<file path="src/rtl/mips_pipe_pkg.sv">
// Shared constants and control-bundle types for the 16-bit MIPS pipeline registers.
package mips_pipe_pkg;

  localparam int unsigned MIPS_ALUOP_W = 2;
  localparam int unsigned MIPS_REG_AW  = 3;

  // ALU operation classes decoded by the EX-stage ALU control
  typedef enum logic [MIPS_ALUOP_W-1:0] {
    ALUOP_ADD   = 2'd0,
    ALUOP_SUB   = 2'd1,
    ALUOP_RTYPE = 2'd2,
    ALUOP_LOGIC = 2'd3
  } aluop_e;

  // Single-bit control flags carried alongside the instruction
  typedef struct packed {
    logic alu_src;
    logic reg_dest;
    logic mem_read;
    logic mem_write;
    logic branch;
    logic mem_to_reg;
    logic reg_write;
  } ctrl_flags_t;

  // A bubble carries no side effects: every flag low, ALUOp at its zero encoding
  localparam ctrl_flags_t CTRL_NOP  = '0;
  localparam aluop_e      ALUOP_NOP = ALUOP_ADD;

endpackage

</file>
<file path="src/rtl/id_ex_sat_cnt.sv">
// Saturating event counter with synchronous clear; stops at all-ones.
module id_ex_sat_cnt
  import mips_pipe_pkg::*;
#(
  parameter int unsigned CNT_W = 16
) (
  input  logic             clk,
  input  logic             clr_i,
  input  logic             inc_i,
  output logic [CNT_W-1:0] cnt_o
);

  logic [CNT_W-1:0] cnt_q;
  logic [CNT_W-1:0] cnt_d;

  // Increment unless already saturated
  always_comb begin
    cnt_d = cnt_q;
    if (inc_i && (cnt_q != {CNT_W{1'b1}})) begin
      cnt_d = cnt_q + CNT_W'(1);
    end
  end

  // Counter register, clear dominates
  always_ff @(negedge clk) begin
    if (clr_i) begin
      cnt_q <= '0;
    end else begin
      cnt_q <= cnt_d;
    end
  end

  assign cnt_o = cnt_q;

endmodule

</file>
<file path="src/rtl/id_ex_pipe_reg.sv">
// ID/EX pipeline register with valid/ready handshake, stall hold, flush-to-bubble and
// source register-ID capture for hazard detection. Define ID_EX_PERF_CNT_EN to enable the
// stall and bubble performance counters; otherwise both counter ports read zero.
module id_ex_pipe_reg
  import mips_pipe_pkg::*;
#(
  parameter int unsigned DATA_W  = 16,
  parameter int unsigned REG_AW  = MIPS_REG_AW,
  parameter int unsigned NUM_SRC = 2,
  parameter int unsigned ALUOP_W = MIPS_ALUOP_W,
  parameter int unsigned CNT_W   = 16
) (
  input  logic                        clk,
  input  logic                        rst,
  input  logic                        flush,
  input  logic                        in_valid,
  output logic                        in_ready,
  input  logic [DATA_W-1:0]           in_PC_plus_two,
  input  logic [NUM_SRC*DATA_W-1:0]   in_Read_data,
  input  logic [NUM_SRC*REG_AW-1:0]   in_rs,
  input  logic [DATA_W-1:0]           in_immediate,
  input  logic [REG_AW-1:0]           in_rt,
  input  logic [REG_AW-1:0]           in_rd,
  input  logic                        in_ALU_Src,
  input  logic                        in_RegDest,
  input  logic                        in_MemRead,
  input  logic                        in_MemWrite,
  input  logic                        in_Branch,
  input  logic                        in_MemtoReg,
  input  logic                        in_RegWrite,
  input  logic [ALUOP_W-1:0]          in_ALUOp,
  input  logic                        out_ready,
  output logic                        O_valid,
  output logic [DATA_W-1:0]           O_PC_plus_two,
  output logic [NUM_SRC*DATA_W-1:0]   O_Read_data,
  output logic [NUM_SRC*REG_AW-1:0]   O_rs,
  output logic [DATA_W-1:0]           O_immediate,
  output logic [REG_AW-1:0]           O_rt,
  output logic [REG_AW-1:0]           O_rd,
  output logic                        O_ALU_Src,
  output logic                        O_RegDest,
  output logic                        O_MemRead,
  output logic                        O_MemWrite,
  output logic                        O_Branch,
  output logic                        O_MemtoReg,
  output logic                        O_RegWrite,
  output logic [ALUOP_W-1:0]          O_ALUOp,
  output logic [CNT_W-1:0]            O_stall_cnt,
  output logic [CNT_W-1:0]            O_bubble_cnt
);

  logic                      valid_q, valid_d;
  logic [DATA_W-1:0]         pc_q, pc_d;
  logic [NUM_SRC*DATA_W-1:0] rdata_q, rdata_d;
  logic [NUM_SRC*REG_AW-1:0] rs_q, rs_d;
  logic [DATA_W-1:0]         imm_q, imm_d;
  logic [REG_AW-1:0]         rt_q, rt_d;
  logic [REG_AW-1:0]         rd_q, rd_d;
  ctrl_flags_t               ctrl_q, ctrl_d;
  logic [ALUOP_W-1:0]        aluop_q, aluop_d;

  ctrl_flags_t               ctrl_in_c;
  logic                      load_c;
  logic                      drain_c;

  // A flushed slot always frees the register, so the upstream never stalls on a squash
  assign in_ready  = flush | ~valid_q | out_ready;
  assign load_c    = in_valid & in_ready;
  assign drain_c   = valid_q & out_ready & ~in_valid;

  assign ctrl_in_c = '{alu_src:    in_ALU_Src,
                       reg_dest:   in_RegDest,
                       mem_read:   in_MemRead,
                       mem_write:  in_MemWrite,
                       branch:     in_Branch,
                       mem_to_reg: in_MemtoReg,
                       reg_write:  in_RegWrite};

  // Next state: flush > load > drain > hold; bubbles keep datapath fields, clear control
  always_comb begin
    valid_d = valid_q;
    pc_d    = pc_q;
    rdata_d = rdata_q;
    rs_d    = rs_q;
    imm_d   = imm_q;
    rt_d    = rt_q;
    rd_d    = rd_q;
    ctrl_d  = ctrl_q;
    aluop_d = aluop_q;
    if (flush) begin
      valid_d = 1'b0;
      ctrl_d  = CTRL_NOP;
      aluop_d = ALUOP_W'(ALUOP_NOP);
    end else if (load_c) begin
      valid_d = 1'b1;
      pc_d    = in_PC_plus_two;
      rdata_d = in_Read_data;
      rs_d    = in_rs;
      imm_d   = in_immediate;
      rt_d    = in_rt;
      rd_d    = in_rd;
      ctrl_d  = ctrl_in_c;
      aluop_d = in_ALUOp;
    end else if (drain_c) begin
      valid_d = 1'b0;
      ctrl_d  = CTRL_NOP;
      aluop_d = ALUOP_W'(ALUOP_NOP);
    end
  end

  // Pipeline register; reset clears everything and wins over any concurrent request
  always_ff @(negedge clk) begin
    if (rst) begin
      valid_q <= 1'b0;
      pc_q    <= '0;
      rdata_q <= '0;
      rs_q    <= '0;
      imm_q   <= '0;
      rt_q    <= '0;
      rd_q    <= '0;
      ctrl_q  <= CTRL_NOP;
      aluop_q <= '0;
    end else begin
      valid_q <= valid_d;
      pc_q    <= pc_d;
      rdata_q <= rdata_d;
      rs_q    <= rs_d;
      imm_q   <= imm_d;
      rt_q    <= rt_d;
      rd_q    <= rd_d;
      ctrl_q  <= ctrl_d;
      aluop_q <= aluop_d;
    end
  end

  assign O_valid       = valid_q;
  assign O_PC_plus_two = pc_q;
  assign O_Read_data   = rdata_q;
  assign O_rs          = rs_q;
  assign O_immediate   = imm_q;
  assign O_rt          = rt_q;
  assign O_rd          = rd_q;
  assign O_ALU_Src     = ctrl_q.alu_src;
  assign O_RegDest     = ctrl_q.reg_dest;
  assign O_MemRead     = ctrl_q.mem_read;
  assign O_MemWrite    = ctrl_q.mem_write;
  assign O_Branch      = ctrl_q.branch;
  assign O_MemtoReg    = ctrl_q.mem_to_reg;
  assign O_RegWrite    = ctrl_q.reg_write;
  assign O_ALUOp       = aluop_q;

`ifdef ID_EX_PERF_CNT_EN
  logic stall_inc_c;
  logic bubble_inc_c;

  // Stall: a valid instruction is held back this edge; bubble: slot is empty after this edge
  assign stall_inc_c  = valid_q & ~out_ready;
  assign bubble_inc_c = ~valid_d;

  id_ex_sat_cnt #(.CNT_W(CNT_W)) u_stall_cnt (
    .clk   (clk),
    .clr_i (rst),
    .inc_i (stall_inc_c),
    .cnt_o (O_stall_cnt)
  );

  id_ex_sat_cnt #(.CNT_W(CNT_W)) u_bubble_cnt (
    .clk   (clk),
    .clr_i (rst),
    .inc_i (bubble_inc_c),
    .cnt_o (O_bubble_cnt)
  );
`else
  assign O_stall_cnt  = '0;
  assign O_bubble_cnt = '0;
`endif

endmodule

</file>
<file path="config.mk">
export PLATFORM = sky130hd
export DESIGN_NAME = id_ex_pipe_reg
export DESIGN_NICKNAME = d
export VERILOG_FILES = /design/src/rtl/mips_pipe_pkg.sv /design/src/rtl/id_ex_sat_cnt.sv /design/src/rtl/id_ex_pipe_reg.sv
export SDC_FILE = /design/constraint.sdc
export NUM_CORES = 1
export LEC_CHECK = 0
export ABC_AREA = 1
export CAP_MARGIN = 20
export CORE_MARGIN = 1
export CORE_UTILIZATION = 34
export DETAILED_ROUTE_END_ITERATION = 16
export GPL_TIMING_DRIVEN = 1
export PLACE_DENSITY = 0.84
export SYNTH_ARGS = -nofsm -noshare
export SYNTH_HDL_FRONTEND = slang
export SYNTH_SLANG_ARGS = --single-unit
</file>
<file path="constraint.sdc">
create_clock -name clk -period 1.1 [get_ports clk]
set_input_delay 0.33 -clock clk [delete_from_list [all_inputs] [get_ports clk]]
set_output_delay 0.33 -clock clk [all_outputs]
set_load 0.1 [all_outputs]
</file>
# Word-level counts from Yosys, hierarchy flattened
# Cells that the tools add are included.
dict set report word_totals {
  reg_bits 86
  latch_bits 0
  ramBits 0
  mem_bits_ro 0
  in_bits 90
  output_inout_bits 119
  word_cells 32
  mem_count 0
}
dict set report classes {
  n_addsub 0
  mul 0
  div 0
  magnitude_cmp 0
  eq_ne 0
  shift 0
  muxes 6
  n_bitwise 8
  n_reduce_logical 3
}
# op count
set op_table {}
lappend op_table {{7-bit two-way mux} 2}
lappend op_table {{2-bit two-way mux} 2}
lappend op_table {{1-bit bitwise AND} 3}
lappend op_table {{1-bit NOT} 3}
lappend op_table {{1-bit two-way mux} 2}
lappend op_table {{1-bit OR} 2}
lappend op_table {{2-bit AND reduction} 1}
lappend op_table {{2-bit nonzero test} 1}
lappend op_table {{2-bit OR reduction} 1}

# Depth between registers and ports, before layout
dict set report depth {
  word_depth 5
  ltp_mapped 7
  depth_no_buf 5
}

==> impl_metrics.yaml <==
outcome:
  outcome: "complete, but fails checks"
  violations: "negative setup slack"
timing:
  finalMaxSlewViolations: 0
  layout_setup_ws_ns: -0.988
  rsz0062_at_grt: "yes"
  hold_slack_ns: 0.487
  tns_ns: -89.11
  finalClockSkew_ns: 0.0252
  hold_viol_final: 0
  timing.final.setup_violations: 173
hold_path:
  hold_path.startpoint: "O_Read_data[1]$_SDFFE_NP0P_"
  min-delay-path-class: "reg -> reg"
  min_to: "O_Read_data[1]$_SDFFE_NP0P_"
  holdPathStages: 2
synth:
  synthXorXnorAreaFrac: 0
  seq_area_frac_synth: 0.489
  synth_top_family_by_area: "simple AND/OR/NAND/NOR gates"
  netlist_area_um2: 3520
  yosys_warnings: 0
  synth-adder-area-share: 0
  muxShareOfSynthArea: 0
  synth_area_leader_cell: "dfxtp_1"
  synth-simple-area-share: 0.253
  yosysUniqueCellTypes: 15
  avgSynthCellArea_um2: 8.20
  synthTopCellsByArea: "dfxtp_1, nand4_1, a21oi_1, buf_4, nand2_1"
  synth_compound_area_frac: 0.122
  synth_top_area_share: 0.489
  syn_inst: 429
  ys_seq_elements: 86
final_layout:
  drive_above_1_share: 0.457
  antenna_cells: 0
  fillers: 477
  syn2layout_area_growth_pct: 141
  nNetsFinal: 834
worst_setup_path:
  path_class: "reg -> out"
  r2r-end: "O_Read_data[22]$_SDFFE_NP0P_"
  r2r_slack_ns: -0.27
  crit_required_ns: 0.77
  rr_worst_depth: 7
  r2r_start: "O_valid$_SDFFE_NP0P_"
  critPathLaunchType: "flip-flop"
  cp.arrival_ns: 1.76
  crit_fanout: 2
  crit_path_end_kind: "output pin"
route:
  firstDrtPassIters: 7
  viasPerCell: 5.31
  routedWlPerCell_um: 19.8
  detail-route-antenna-nets: 0
  drc: 0
  postRouteWirelength_um: 17500
  first_iter_violations: 336
  vias: 4685
clock_network:
  cts_buffers: 9
  hold_buffers: 0
  tritoncts: "built"
  clk_pin_slew_ns: 0.03
  cts.sink_count: 86
  clock_latency_ns: 0.41
  htreeDepth: 3
  cts_buffer_depth: 2
  clockRootBuffer: "clkbuf_8"
global_route:
  grt_pass1_wl_um: 25700
  grt_use_total: 0.302
  grt_max_degree: 44
  antenna_found_initial: 0
  grt_pass1_vias: 4902
  grt_overflow: 0
pwr:
  p_leak_nw: 3.61
  power_density_nw_per_um2: 1220
  irDropWorstVdd_mv: 0.961
floorplan:
  initial_core_util: 0.355
  die_h_um: 104
  die_x_um: 104
  die-area_um2: 10800
  coreArea_um2: 9910
  pin_count: 209
  num_rows: 36
placement:
  place_congestion: 0.771
  dp_hpwl_um: 8190
  preCtsSetupSlack_ns: -1.13
  port-buffer-count: 176
flow_run:
  drv_cap: 0
## cell usage after synthesis
master	instances
nand2_2	1
dfxtp_1	86
buf_2	12
nand3_1	19
clkbuf_1	21
buf_4	43
nor2_1	1
conb_1	1
inv_1	2
nand2_1	78
nand3_2	1
nand4_1	76
or2_2	1
inv_2	1
a21oi_1	86
## routing by layer
| layer | share of wire | up-vias | track usage | wire length (um) |
|---|---|---|---|---|
| met2 | 0.54 | 262 | 0.548 | 9390 |
| met4 | 0.038 | 0 | 0.162 | 663 |
| met1 | 0.37 | 2266 | 0.314 | 6390 |
| met3 | 0.058 | 51 | 0.0868 | 1010 |
| met5 | 0 | - | 0 | 0 |
| li1 | - | 2106 | - | - |
## worst max-delay path, cell delays in order, from the launching register on
cell and delay [ns]:
dfxtp_4 0.34, nand3_4 0.08, buf_12 0.13, buf_6 0.11
buf_12 0.15
## state kept, by name, summed over array words and instances, names as in the netlist, 2 cells and up
signal and count:
O_Read_data 32, O_PC_plus_two 16, O_immediate 16, O_rs 6, O_rd 3, O_rt 3
O_ALUOp 2
## report_power, final
| group | switching, W | internal [W] |
|---|---|---|
| registers | 0.000159 | 0.00317 |
| clock network | 0.00229 | 0.00126 |
| logic | 0.00216 | 0.00131 |
| total | 0.00461 | 0.00574 |
## final cells by class
type                       count  area, um^2  area share
timing repair buffer         262        3940       0.465
sequential                    86        2040       0.242
multi-input combinational    297        1780       0.211
clock inverter                93         382      0.0451
tap                          133         166      0.0197
clock buffer                   9         124      0.0146
inverter                       2        27.5     0.00325
## per-stage QoR
stage                util  std cells  area, um^2  power (W)
finish              0.854        882        8460     0.0104
global route        0.854        882        8460     0.0109
CTS                 0.832        865        8250     0.0102
detailed placement  0.690        721        6830    0.00686
global placement    0.690        721        6830    0.00682
floorplan               -        460        4260    0.00583
## placed cells by master, fill, tap and decap left out
cell type and count:
dlygate4sd2_1 1, buf_16 12, clkbuf_8 9, or2_4 1
conb_1 32, bufbuf_16 6, nand3_2 15, buf_6 4
clkdlybuf4s50_1 84, dfxtp_4 86, inv_1 86, inv_12 1
nand2_2 2, clkbuf_16 1, nand4_1 76, buf_8 3
or2_2 1, inv_4 1, nand2_1 70, nor2_2 1
inv_6 2, nand2_8 3, buf_4 46, clkinv_8 1
nand3_4 5, clkinvlp_2 2, inv_8 1, a21oi_1 58
nand2_4 5, clkinv_4 1, a21oi_2 28, buf_12 105
## kinds of logic (layout without fill, tap and decap cells)
family          Yosys count  after routing
compound gates           86             86
other cells               1             32
flops                    86             86
simple gates            177            179
buf+inv                  79            366
## what timing repair did
action	CTS	global route
buffers inserted	24	19
pin swaps	29	11
endpoints found under the setup margin	173	173
cloned	19	2
resized for setup	72	22
## worst max-delay path by stage
stage | start | endpoint | slack, ns | depth (start not counted)
finish | O_valid$_SDFFE_NP0P_ | in_ready | -0.99 | 4
CTS | O_valid$_SDFFE_NP0P_ | in_ready | -1.00 | 4
global placement | out_ready | O_Read_data[22]$_SDFFE_NP0P_ | -1.08 | 7
global route | O_valid$_SDFFE_NP0P_ | in_ready | -1.03 | 4
floorplan | O_valid$_SDFFE_NP0P_ | in_ready | -0.70 | 2
detailed placement | flush | O_Read_data[10]$_SDFFE_NP0P_ | -1.13 | 6
(Power assumes the default switching activity.)
==> variant 1, RTL diff (config.mk and constraints unchanged) <==
Change the package constant `MIPS_REG_AW` from 3 to 4.
--- a/src/rtl/mips_pipe_pkg.sv
+++ b/src/rtl/mips_pipe_pkg.sv
@@ -2,7 +2,7 @@
 package mips_pipe_pkg;
 
   localparam int unsigned MIPS_ALUOP_W = 2;
-  localparam int unsigned MIPS_REG_AW  = 3;
+  localparam int unsigned MIPS_REG_AW  = 4;
 
   // ALU operation classes decoded by the EX-stage ALU control
   typedef enum logic [MIPS_ALUOP_W-1:0] {
Ports: changed (6 resized); port bits go from 209 to 217. No check against the original RTL was run, so the function may have changed too.
==> variant 1 against the original RTL <==
The run now fails in global routing. Area after synthesis is 3.5% higher.
==> variant 1: results (changes against the original RTL) <==
| Metric | Value |
|---|---|
| Run status | `did not finish` |
| Exit stage | `global routing` |
| Error Message | `[ERROR DPL-0033] detailed placement checks failed during check placement.` |
| Number of CTS-inserted buffers | `9 (unchanged)` |
| Worst endpoint type | `top-level output` |
| Ys flop type | `sky130_fd_sc_hd__dfxtp_1` |
| Count of state elements after synthesis | `90 (+4.7%)` |
| Share of synthesized area occupied by flip-flops and latches | `0.495 (+0.00551)` |
| Clk Tree Root Cell | `sky130_fd_sc_hd__clkbuf_8` |
| Distinct cell type count after synthesis | `16 (+1)` |
| Pre-CTS WS | `-1.25 ns (-0.116 ns)` |
| Proportion of register bits with asynchronous set or reset after synthesis | `0 (unchanged)` |
| Maximum number of pins on one net before global-route repair | `64` |
| Commonest cells in the netlist | `sky130_fd_sc_hd__a21oi_1 (90), sky130_fd_sc_hd__dfxtp_1 (90), sky130_fd_sc_hd__nand2_1 (82), sky130_fd_sc_hd__nand4_1 (80), sky130_fd_sc_hd__buf_4 (32)` |
| Dpl cells | `743 (+3.1%)` |
| HPWL reported at the end of detailed placement | `8820 um (+7.7%)` |
| Worst-path endpoint after global-route repair_timing | `in_ready` |
| Maximum count of clock buffers along a single path | `2 (unchanged)` |
| Initial antenna violation count | `0` |
| Routability congestion estimate from global placement | `0.799 (+3.7%)` |
| Input/output buffers | `184 (+4.5%)` |
| Top cells by area, synth | `sky130_fd_sc_hd__dfxtp_1 (49%), sky130_fd_sc_hd__nand4_1 (14%), sky130_fd_sc_hd__a21oi_1 (12%)` |
| Warnings, synthesis | `0 (unchanged)` |
| Mean Syn Cell Area | `8.16 um^2 (-0.46%)` |
| Number of levels in the clock H-tree | `3 (unchanged)` |
| Area after detailed placement | `6960 um^2 (+1.9%)` |
-- variant 1: cell types whose count changed after synthesis --
cell	delta
sky130_fd_sc_hd__a21oi_1	+4
sky130_fd_sc_hd__buf_1	+5
sky130_fd_sc_hd__buf_2	+16
sky130_fd_sc_hd__buf_4	-11
sky130_fd_sc_hd__clkbuf_1	-9
sky130_fd_sc_hd__dfxtp_1	+4
sky130_fd_sc_hd__nand2_1	+4
sky130_fd_sc_hd__nand4_1	+4
-- variant 1: what timing repair did --
| action | in CTS |
|---|---|
| pin swaps | 62 |
| gates resized for setup | 194 |
| buffers inserted | 81 |
| setup endpoints to repair | 181 |
| gates cloned | 32 |
-- variant 1: through the flow --
step                      utilization  hold slack (ns)
after CTS                       0.935            0.488
after detailed placement        0.671            0.486
after global placement          0.671            0.479
after floorplan                     -            0.616
-- variant 1: logic make-up after synthesis --
| logic type | Yosys count | share of synthesized area |
|---|---|---|
| and+or+nand+nor | 185 | 0.255 |
| AOI/OAI and AO/OA | 90 | 0.124 |
| DFF | 90 | 0.495 |
| buffers and inverters | 80 | 0.125 |
| other | 1 | 0.00103 |
==> variant 2, RTL diff (same settings) <==
Made on the original files. Make the reset (`rst`) asynchronous in one clocked block.
--- a/src/rtl/id_ex_pipe_reg.sv
+++ b/src/rtl/id_ex_pipe_reg.sv
@@ -109,7 +109,7 @@
   end
 
   // Pipeline register; reset clears everything and wins over any concurrent request
-  always_ff @(negedge clk) begin
+  always_ff @(negedge clk or posedge rst) begin
     if (rst) begin
       valid_q <= 1'b0;
       pc_q    <= '0;
Behaviour: differs if rst is asserted again (counterexample within 4 cycles, from zero or initial values and one cycle with rst high); with rst held inactive, the same outputs for 4 cycles.
==> variant 2 against the original RTL <==
The flow still finishes with violations (setup timing). Cell area rose by 4.3%. Non-clock buffer count increased by 21. Highest routed layer unchanged. Routed wire length increased by 2.0%. Register-to-register slack worse by 0.13 ns. Worst setup slack better by 0.010 ns. Critical endpoint unchanged. Global-route usage down 1.3 points. Sequential cell count did not move. Critical path type unchanged. Count of clock-buffer cells in the layout is 2 higher. Area after synthesis is 3.9% higher.
Power is not compared: it rests on default switching activity, and its combinational part moved more than twofold at a synthesized area within 25%.
==> variant 2: results (changes against the original RTL) <==
| Metric | Value |
|---|---|
| Violations in the final reports | `setup timing` |
| Area after detailed placement | `6390 um^2 (-6.5%)` |
| Pleak | `4.19 nW` |
| Biggest fanout along the worst timing path | `2 (unchanged)` |
| Multi-input gate area in the final layout | `2160 um^2 (+21%)` |
| Commonest cells in the netlist | `sky130_fd_sc_hd__nand2_1 (175), sky130_fd_sc_hd__dfrtn_1 (86), sky130_fd_sc_hd__nand3_1 (86), sky130_fd_sc_hd__buf_4 (33), sky130_fd_sc_hd__buf_2 (16)` |
| Count of endpoints failing setup in the final report | `173 (unchanged)` |
| R2R depth | `6 (-1)` |
| Global-route wire length before repair | `24000 um (-6.4%)` |
| Worst-skew pair later-pin latency | `0.34 ns (-0.07 ns)` |
| # diodes | `0 (unchanged)` |
| Share of synthesized area occupied by flip-flops and latches | `0.588 (+0.0991)` |
| Routability congestion estimate from global placement | `0.815 (+5.7%)` |
| Vias in the first global route | `4330 (-12%)` |
| Run status | `finished with violations` |
| Filler Cell Count | `476 (-0.21%)` |
| Global routing usage summed across all routing layers | `0.289 (-0.0133)` |
| HPWL reported at the end of detailed placement | `8120 um (-0.86%)` |
| Worst stage delay on the critical path | `0.48 ns (+0.14 ns)` |
| Average detailed-routed wire length per instance | `21.7 um (+9.6%)` |
| Top cells by area, synth | `sky130_fd_sc_hd__dfrtn_1 (59%), sky130_fd_sc_hd__nand2_1 (18%), sky130_fd_sc_hd__nand3_1 (12%)` |
| Net total in the final layout | `770 (-7.7%)` |
| Number of violations reported at the end of detailed-routing iteration 0 | `164 (-51%)` |
| Clk_skew | `0.0131 ns (-0.0122 ns)` |
| Via-per-instance ratio | `5.05 (-4.9%)` |
| Slack of the worst reg-to-reg path | `-0.40 ns (-0.13 ns)` |
| Proportion of register bits with asynchronous set or reset after synthesis | `1.00 (+1.00)` |
| Standard cell with the maximum stage delay on the critical path | `sky130_fd_sc_hd__dfrtn_1` |
| Worst setup margin | `-0.977 ns (+0.0104 ns)` |
| Ys flop type | `sky130_fd_sc_hd__dfrtn_1` |
| Distinct cell type count after synthesis | `12 (-3)` |
| Drt first pass iters | `4 (-3)` |
| Maximum number of pins on one net before global-route repair | `25 (-43%)` |
| Clock transition at the registers of the reported paths | `0.07 ns (+0.04 ns)` |
| Critical R2R Capture | `O_Read_data[4]` |
| Type of the most critical hold path | `reg2reg` |
| Worst setup path startpoint | `O_valid` |
| Ratio of cells with drive above 1 in the final layout | `0.581 (+0.124)` |
-- variant 2: cell count changes after synthesis, sizes merged --
cell,change
buf,-1
a21oi,-86
dfxtp,-86
nor2,+1
dfrtn,+86
clkbuf,-17
or2,-1
nand4,-76
nand2,+96
nand3,+66
inv,+1
-- variant 2: critical path: cells and delay by family (launching register included) --
family	cells	cell delay, ns
and+or+nand+nor	1	0.10
DFF	1	0.48
buffers and inverters	2	0.29
-- variant 2: cell families after synthesis --
family / count (synthesis) / synth area share
AND/OR/NAND/NOR: 263 / 0.301
flip-flops: 86 / 0.588
buffers and inverters: 62 / 0.109
other: 1 / 0.00103
-- variant 2: area by class of cell --
type | instances | share of cell area
Sequential cell | 86 | 0.244
Timing Repair Buffer | 283 | 0.461
Multi-Input combinational cell | 296 | 0.245
Tap cell | 136 | 0.0193
Clock inverter | 5 | 0.0120
Inverter | 4 | 0.00326
Clock buffer | 11 | 0.0160
-- variant 2: power by group through the flow --
stage	Combinational [mW]	Clock (mW)	Sequential (mW)
after floorplan	1.14	0	7.18
after global placement	6.74	0	4.18
after detailed placement	6.82	0	4.21
after CTS	7.66	2.77	4.19
after global routing	8.58	2.94	4.31
final	8.38	2.80	4.28
-- variant 2: through the flow --
stage / setup TNS [ns] / setup slack (ns) / instances
final: -103.05 / -0.977 / 821
after global routing: -107.13 / -1.01 / 821
after CTS: -102.59 / -0.964 / 791
after detailed placement: -159.05 / -1.11 / 714
after global placement: -152.49 / -1.03 / 714
after floorplan: -192.21 / -1.25 / 443
-- variant 2: timing repair --
item / CTS / global route
setup buffers: 35 / 40
endpoints found under the setup margin: 257 / 173
gates resized for setup: 171 / 155
pin swaps: 43 / 27
hold endpoints to repair: 0 / 0
hold buffers: 0 / 0
cloned: 26 / 0
-- variant 2: layer usage --
metal,global-route usage,up-vias,part of all wire
li1,-,1794,-
met1,0.307,2047,0.34
met2,0.545,250,0.55
met3,0.0668,55,0.063
met4,0.117,0,0.047
met5,0,-,0
-- variant 2: worst min path at each step --
stage	start	end	slack (ns)
floorplan	in_Read_data[0]	O_Read_data[0]	0.92
global placement	O_immediate[7]	O_immediate[7]	0.48
detailed placement	O_PC_plus_two[2]	O_PC_plus_two[2]	0.48
CTS	O_Read_data[15]	O_Read_data[15]	0.48
global route	O_Read_data[22]	O_Read_data[22]	0.51
finish	O_Read_data[22]	O_Read_data[22]	0.49
